**src/rtl/fetch_decode.sv**
```systemverilog
// Instruction fetch and RV32I decode stage: owns the PC, fetches over a req/valid
// handshake and presents registered decoded fields for one execute slot per instruction.
module fetch_decode #(
  parameter int                    DATA_WIDTH = 32,
  parameter int                    FW_LENGTH  = 8,
  parameter logic [DATA_WIDTH-1:0] RESET_PC   = '0
) (
  input  logic                  clk,
  input  logic                  rst,
  output logic                  imem_req,
  output logic [DATA_WIDTH-1:0] imem_addr,
  input  logic                  imem_valid,
  input  logic [DATA_WIDTH-1:0] imem_rdata,
  input  logic                  stall,
  input  logic [DATA_WIDTH-1:0] pc_next_address,
  output logic [DATA_WIDTH-1:0] pc_current_address,
  output logic [6:0]            opcode,
  output logic [2:0]            func3,
  output logic [6:0]            func7,
  output logic [4:0]            rs1_addr,
  output logic [4:0]            rs2_addr,
  output logic [4:0]            rd_addr,
  output logic [DATA_WIDTH-1:0] imm,
  output logic                  instr_valid,
  output logic                  illegal_instr
);

  localparam logic [1:0] ST_IDLE  = 2'd0;
  localparam logic [1:0] ST_FETCH = 2'd1;
  localparam logic [1:0] ST_EXEC  = 2'd2;

  localparam logic [6:0] OP_R      = 7'b0110011;
  localparam logic [6:0] OP_IMM    = 7'b0010011;
  localparam logic [6:0] OP_BRANCH = 7'b1100011;
  localparam logic [6:0] OP_LOAD   = 7'b0000011;
  localparam logic [6:0] OP_STORE  = 7'b0100011;
  localparam logic [6:0] OP_LUI    = 7'b0110111;
  localparam logic [6:0] OP_AUIPC  = 7'b0010111;
  localparam logic [6:0] OP_JAL    = 7'b1101111;
  localparam logic [6:0] OP_JALR   = 7'b1100111;

  localparam logic [DATA_WIDTH-1:0] FW_VOLUME = DATA_WIDTH'(FW_LENGTH) << 2;

  // Word-align the ALU's next PC and wrap anything past the end of firmware to 0.
  function automatic logic [DATA_WIDTH-1:0] sanitise_pc(input logic [DATA_WIDTH-1:0] pc);
    logic [DATA_WIDTH-1:0] aligned;
    aligned = {pc[DATA_WIDTH-1:2], 2'b00};
    return (aligned >= FW_VOLUME) ? '0 : aligned;
  endfunction

  logic [1:0]            state_q, state_d;
  logic [DATA_WIDTH-1:0] pc_q, pc_d;
  logic                  accept;

  logic [6:0]            opcode_q, opcode_d;
  logic [2:0]            func3_q, func3_d;
  logic [6:0]            func7_q, func7_d;
  logic [4:0]            rs1_q, rs1_d;
  logic [4:0]            rs2_q, rs2_d;
  logic [4:0]            rd_q, rd_d;
  logic [DATA_WIDTH-1:0] imm_q, imm_d;
  logic                  illegal_q, illegal_d;

  logic [6:0]            raw_op;
  logic [2:0]            raw_f3;
  logic [6:0]            raw_f7;
  logic [DATA_WIDTH-1:0] imm_i, imm_s, imm_b, imm_j, imm_u;
  logic                  legal;

  assign raw_op = imem_rdata[6:0];
  assign raw_f3 = imem_rdata[14:12];
  assign raw_f7 = imem_rdata[31:25];

  assign imm_i = {{(DATA_WIDTH-12){imem_rdata[31]}}, imem_rdata[31:20]};
  assign imm_s = {{(DATA_WIDTH-12){imem_rdata[31]}}, imem_rdata[31:25], imem_rdata[11:7]};
  assign imm_b = {{(DATA_WIDTH-13){imem_rdata[31]}}, imem_rdata[31], imem_rdata[7],
                  imem_rdata[30:25], imem_rdata[11:8], 1'b0};
  assign imm_j = {{(DATA_WIDTH-21){imem_rdata[31]}}, imem_rdata[31], imem_rdata[19:12],
                  imem_rdata[20], imem_rdata[30:21], 1'b0};
  assign imm_u = {{(DATA_WIDTH-20){1'b0}}, imem_rdata[31:12]};

  // Decode of the word currently on the bus; captured only when a fetch completes.
  always_comb begin
    legal     = 1'b1;
    func3_d   = '0;
    func7_d   = '0;
    imm_d     = '0;
    opcode_d  = '0;
    rd_d      = '0;
    rs1_d     = '0;
    rs2_d     = '0;
    case (raw_op)
      OP_R: begin
        func3_d = raw_f3;
        func7_d = raw_f7;
      end
      OP_IMM: begin
        func3_d = raw_f3;
        if (raw_f3 == 3'b001 || raw_f3 == 3'b101) func7_d = raw_f7;
        imm_d   = imm_i;
      end
      OP_LOAD, OP_JALR: begin
        func3_d = raw_f3;
        imm_d   = imm_i;
      end
      OP_STORE: begin
        func3_d = raw_f3;
        imm_d   = imm_s;
      end
      OP_BRANCH: begin
        func3_d = raw_f3;
        imm_d   = imm_b;
      end
      OP_LUI, OP_AUIPC: imm_d = imm_u;
      OP_JAL:           imm_d = imm_j;
      default:          legal = 1'b0;
    endcase
    if (legal) begin
      opcode_d = raw_op;
      rd_d     = imem_rdata[11:7];
      rs1_d    = imem_rdata[19:15];
      rs2_d    = imem_rdata[24:20];
    end
    illegal_d = ~legal;
  end

  assign accept = (state_q == ST_FETCH) && imem_valid;

  always_comb begin
    state_d = state_q;
    pc_d    = pc_q;
    case (state_q)
      ST_IDLE:  state_d = ST_FETCH;
      ST_FETCH: if (imem_valid) state_d = ST_EXEC;
      ST_EXEC: begin
        if (!stall) begin
          state_d = ST_FETCH;
          pc_d    = sanitise_pc(pc_next_address);
        end
      end
      default:  state_d = ST_IDLE;
    endcase
  end

  always_ff @(posedge clk or posedge rst) begin
    if (rst) begin
      state_q   <= ST_IDLE;
      pc_q      <= RESET_PC;
      opcode_q  <= '0;
      func3_q   <= '0;
      func7_q   <= '0;
      rs1_q     <= '0;
      rs2_q     <= '0;
      rd_q      <= '0;
      imm_q     <= '0;
      illegal_q <= 1'b0;
    end else begin
      state_q <= state_d;
      pc_q    <= pc_d;
      if (accept) begin
        opcode_q  <= opcode_d;
        func3_q   <= func3_d;
        func7_q   <= func7_d;
        rs1_q     <= rs1_d;
        rs2_q     <= rs2_d;
        rd_q      <= rd_d;
        imm_q     <= imm_d;
        illegal_q <= illegal_d;
      end
    end
  end

  assign imem_req           = (state_q == ST_FETCH);
  assign imem_addr          = pc_q;
  assign pc_current_address = pc_q;
  assign instr_valid        = (state_q == ST_EXEC);
  assign opcode             = opcode_q;
  assign func3              = func3_q;
  assign func7              = func7_q;
  assign rs1_addr           = rs1_q;
  assign rs2_addr           = rs2_q;
  assign rd_addr            = rd_q;
  assign imm                = imm_q;
  assign illegal_instr      = illegal_q;

endmodule
```
**config.mk**
```make
export PLATFORM = sky130hd
export DESIGN_NAME = fetch_decode
export DESIGN_NICKNAME = d
export VERILOG_FILES = /design/src/rtl/fetch_decode.sv
export SDC_FILE = /design/constraint.sdc
export NUM_CORES = 1
export LEC_CHECK = 0
export ABC_AREA = 1
export CORE_MARGIN = 5
export CORE_UTILIZATION = 42
export CTS_CLUSTER_DIAMETER = 40
export DETAILED_ROUTE_END_ITERATION = 12
export PLACE_DENSITY = 0.84
export SYNTH_ARGS = -nofsm -noshare
export SYNTH_HDL_FRONTEND = slang
export SYNTH_SLANG_ARGS = --single-unit
```
**constraint.sdc**
```tcl
create_clock -name clk -period 3.25 [get_ports clk]
set_input_delay 0.65 -clock clk [delete_from_list [all_inputs] [get_ports clk]]
set_output_delay 0.65 -clock clk [all_outputs]
set_load 0.005 [all_outputs]
```
# Yosys cells after proc, flatten, opt, wreduce, memory -nomap -nowiden
# Cells that the tools add are included.
# op_classes
order_cmp,1
eq_ne,15
muxes,13
bitwise,2
n_reduce_logical,9
# op_table
operator,n
32-bit one-hot mux with 5 select lines,1
"32-bit by 6-bit >= comparator with 1-bit output, second input constant",1
32-bit two-way mux,1
"7-bit by 6-bit == test with 1-bit output, second input constant",3
"7-bit == test, second input constant",3
5-bit two-way mux,3
"7-bit by 5-bit == test with 1-bit output, second input constant",2
7-bit two-way mux,2
7-bit one-hot mux with 2 select lines,1
9-bit OR reduction,1
"7-bit by 2-bit == test with 1-bit output, second input constant",1
2-bit one-hot mux with 3 select lines,1
6-bit OR reduction,1
2-bit two-way mux,2
2-bit AND reduction,2
"3-bit by 1-bit == test with 1-bit output, second input constant",1
"3-bit == test, second input constant",1
3-bit two-way mux,1
3-bit OR reduction,1
"2-bit by 1-bit == test with 1-bit output, second input constant",1
"2-bit == test, second input constant",1
2-bit zero test,1
"2-bit by 1-bit inequality test with 1-bit output, second input constant",1
"2-bit inequality test, second input constant",1
5 further kinds,6
# totals
reg_bits,99
output_inout_bits,131
word_cells,50

# Longest topological paths before layout
# logic_depth
depth_word,4
depth_mapped,11

# Worst setup path before layout
# OpenSTA, ideal clock, no wires.
# synth_timing
path_kind,in2reg
start,in imem_rdata[0]
end,"reg opcode_q[0], in the netlist opcode[0]"
setup_ns,0.066
arrival_time_ns,1.547
required_ns,3.184
setup_slack_ns,1.637
stages,9
path_buffers,1
path_cell_list,nand2_1 -> nor2_2 -> nand2_1 -> nand2_1 -> nor2_2 -> nand2_2 -> buf_2 -> nand2_1 -> nand2_1
# synth_between
elab_chain_cells,4
elab_cells_between_ends,12
# synth_lines
item,line,source
start: declaration,13,"input logic [DATA_WIDTH-1:0] imem_rdata,"
"7-bit by 5-bit == test with 1-bit output, or another cell as far along",92,case (raw_op)
9-bit OR reduction (no source line),--,
1-bit two-way mux,92,
7-bit two-way mux (*),118,if (legal) begin
end signal: assignment,161,opcode_q <= opcode_d;
end: declaration,55,"logic [6:0] opcode_q, opcode_d;"
# Mark *: on every way between the ends. The rest lies on a longest branch, timed or not.
# A chain may end at the register's enable or synchronous reset.

# Final worst setup path
# layout_timing
start,in imem_rdata[5]
end,"reg imm_q[16], in the netlist imm[16]"
# layout_between
elab_chain_cells,3
elab_cells_between_ends,11
# layout_lines
item,line,source
"7-bit by 5-bit == test with 1-bit output, or another cell as far along",92,
3-bit OR reduction (no source line) / 2-bit OR reduction (equally long branches),--,
32-bit one-hot mux with 5 select lines (*),92,
end signal: assignment,167,imm_q <= imm_d;
end: declaration,61,"logic [DATA_WIDTH-1:0] imm_q, imm_d;"
# Marks and branches as above.

==> impl_metrics.tcl <==
set metrics [dict create \
    crit_path_start_kind "input pin" \
    chipWidth_um 113 \
    fmax_ghz 0.435 \
    cp-end-kind "flop" \
    yosysUniqueCellTypes 22 \
    first_pass_iters 5 \
    status "complete, no violations" \
    critPathArrivalTime_ns 2.59 \
    clk_pin_slew_ns 0.09 \
    min_path_type "flop to flop" \
    crit_top_cell "nand2_1" \
    drv_cap 0 \
    overflow 0 \
    tns_ns 0 \
    grt_pass1_wl_um 20800 \
    path_buf_inv 1 \
    drtAntennaViolNets 0 \
    pin_count 199 \
    setup_viol 0 \
    skew_ns 0.0106 \
    start_util_pct 43.2 \
    drc 0 \
    reg2reg_depth 4 \
    port_buffers 192 \
    finalNetCount 811 \
    drtIter0Drc 380 \
    synth_top_flop_cell "dfrtp_1" \
    irDropWorstVdd_v 0.000272 \
    clk_latency_ns 0.35 \
    post-route-period-util_pct 70.8 \
    via_count 4269 \
    grtUsageTotal_pct 20.1 \
    syn_area_um2 4480 \
    avgSynthCellArea_um2 7.44 \
    power.leakage_nw 3.32 \
    hold_depth 2 \
    worstPathRequired_ns 3.54 \
    grt_pass1_vias 4173 \
    ys_ff_latch 86 \
    antenna_found_initial 0 \
    ys_warn_count 0 \
    worst_slew_pin_slew_ns 0.830 \
    vias_per_cell 4.83 \
    die_h_um 113 \
    cts_setup_buffers 0 \
    maxSlewViolCount 0 \
    fill_cells 926 \
    total_power_w 0.00270 \
    powerDensity_nw_per_um2 424 \
    wl_per_cell_um 14.8 \
    cts.sink_count 86 \
    cts_hold_buf 0 \
    critical_path.top_delay_family "simple AND/OR/NAND/NOR gates" \
    crit_chain "clkdlybuf4s50_1 -> nand2_2 -> nor2_1 -> nand3_1 -> nand2_2 -> nor2_1 -> nand2_1 -> nand2_1 -> nand2_1" \
    synth_edf_count 0 \
    drive_above_1_share_pct 5.08 \
    cts_resized 0 \
    cts_max_level 3 \
    cts_tree "yes" \
    cts_inserted_buffers 9 \
    cts-root-buf "clkbuf_8" \
    wl_um 13100 \
    crit_cells 9 \
    cts_buffer_depth 2 \
    period_needed_ns 2.30 \
    core_area_um2 10400 \
    crit_path_max_fanout 11 \
    critPathSlowestCell "clkdlybuf4s50_1" \
    gp_routability_congestion 0.933 \
    worst_path_largest_cell_delay_ns 0.58 \
    synthCells 602 \
    slew_headroom_pct 44.6 \
    dp_hpwl_um 9970 \
    hold_violations 0 \
    area_growth_pct 42.3 \
    rows 37 \
    worstSetupPathType "input pin to flop" \
    ys_seq_area_share_pct 48.1 \
    antenna_cells 0 \
    grt_max_degree 58 \
    dieArea_um2 12800 \
    rsz0062_at_grt "false" \
    async_flop_share_pct 100 \
]
cell usage in the layout, fill, tap and decap left out, drive strengths merged, types with 9 or more instances in the layout:
cell,Yosys,final
nand2,244,244
nor2,48,48
inv,42,41
clkdlybuf4s50,0,192
nand3,81,81
dfrtp,86,86
buf,62,9
clkbuf,12,10
o21ai,18,18
cell usage after synthesis, types with 3 or more instances:
library cell / instances / area, µm²
o21ai_0: 15 / 75.1
buf_2: 9 / 45.0
nand3_1: 80 / 400
nor2_1: 44 / 165
o21ai_1: 3 / 15.0
inv_2: 4 / 15.0
nand2_1: 241 / 905
nand4_1: 3 / 18.8
buf_4: 51 / 383
dfrtp_1: 86 / 2150
clkbuf_1: 12 / 45.0
inv_1: 38 / 143
nor2_2: 3 / 18.8
nand2_2: 3 / 18.8
metrics by stage:
step | instances | setup slack, ns | hold slack, ns | cell area (µm²) | util (%)
final | 884 | 0.951 | 0.484 | 6370 | 61.4
after global placement | 868 | 0.689 | 0.463 | 6160 | 59.4
after floorplan | 605 | 0.378 | 0.452 | 4490 | -
after detailed placement | 868 | 0.611 | 0.466 | 6160 | 59.4
after global routing | 884 | 0.848 | 0.513 | 6370 | 61.4
after CTS | 884 | 0.988 | 0.487 | 6370 | 61.4
worst min-delay path, cell delays in order, from the launching register on:
cell	delay, ns
dfrtp_1	0.35
nand2_1	0.05
nand2_1	0.05
cells by family after synthesis:
family | share of synthesized area (%)
flip-flops | 48.1
AO/OA/AOI/OAI | 2.18
other | 0.0837
AND/OR/NAND/NOR | 35.1
buffers and inverters | 14.6
state kept, by name, indices dropped and copies added, names as in the netlist:
signal,flops
rs2_addr,5
rd_addr,5
imm,21
state_q,2
imem_addr,30
illegal_instr,1
func3,3
opcode,7
func7,7
rs1_addr,5
cell type report:
class | instances | area [µm²] | share of cell area, %
tap | 136 | 170 | 2.67
clock buffer | 10 | 128 | 2.00
timing repair buffer | 201 | 1990 | 31.2
sequential | 86 | 2150 | 33.8
inverter | 42 | 159 | 2.49
clock inverter | 6 | 86.3 | 1.36
multi-input combinational | 403 | 1690 | 26.5
power breakdown:
group	internal [W]	leakage, nW	total, W	switching (W)
registers	0.00116	1.19	0.00121	0.0000549
clock network	0.000432	0.106	0.000819	0.000387
logic	0.000310	2.02	0.000672	0.000362
final timing paths:
| path | from | endpoint | slack [ns] |
|---|---|---|---|
| max reg2reg | state_q[0] | imem_addr[2] | 1.55 |
| min | opcode[6] | opcode[6] | 0.48 |
| min reg2reg | opcode[6] | opcode[6] | 0.48 |
| max | imem_rdata[5] | imm[16] | 0.95 |
| max in group asynchronous | rst | imem_addr[13] | 1.77 |
| min in group asynchronous | rst | func3[2] | 0.68 |
layer usage:
| layer | vias to the layer above | track usage, % | share of wire [%] |
|---|---|---|---|
| met5 | - | 0 | 0 |
| met4 | 0 | 5.61 | 1.7 |
| met3 | 20 | 5.78 | 9.3 |
| met2 | 197 | 35.3 | 48 |
| met1 | 1953 | 24.1 | 41 |
| li1 | 2099 | - | - |
Note: power is estimated with default switching activity, not from simulation.
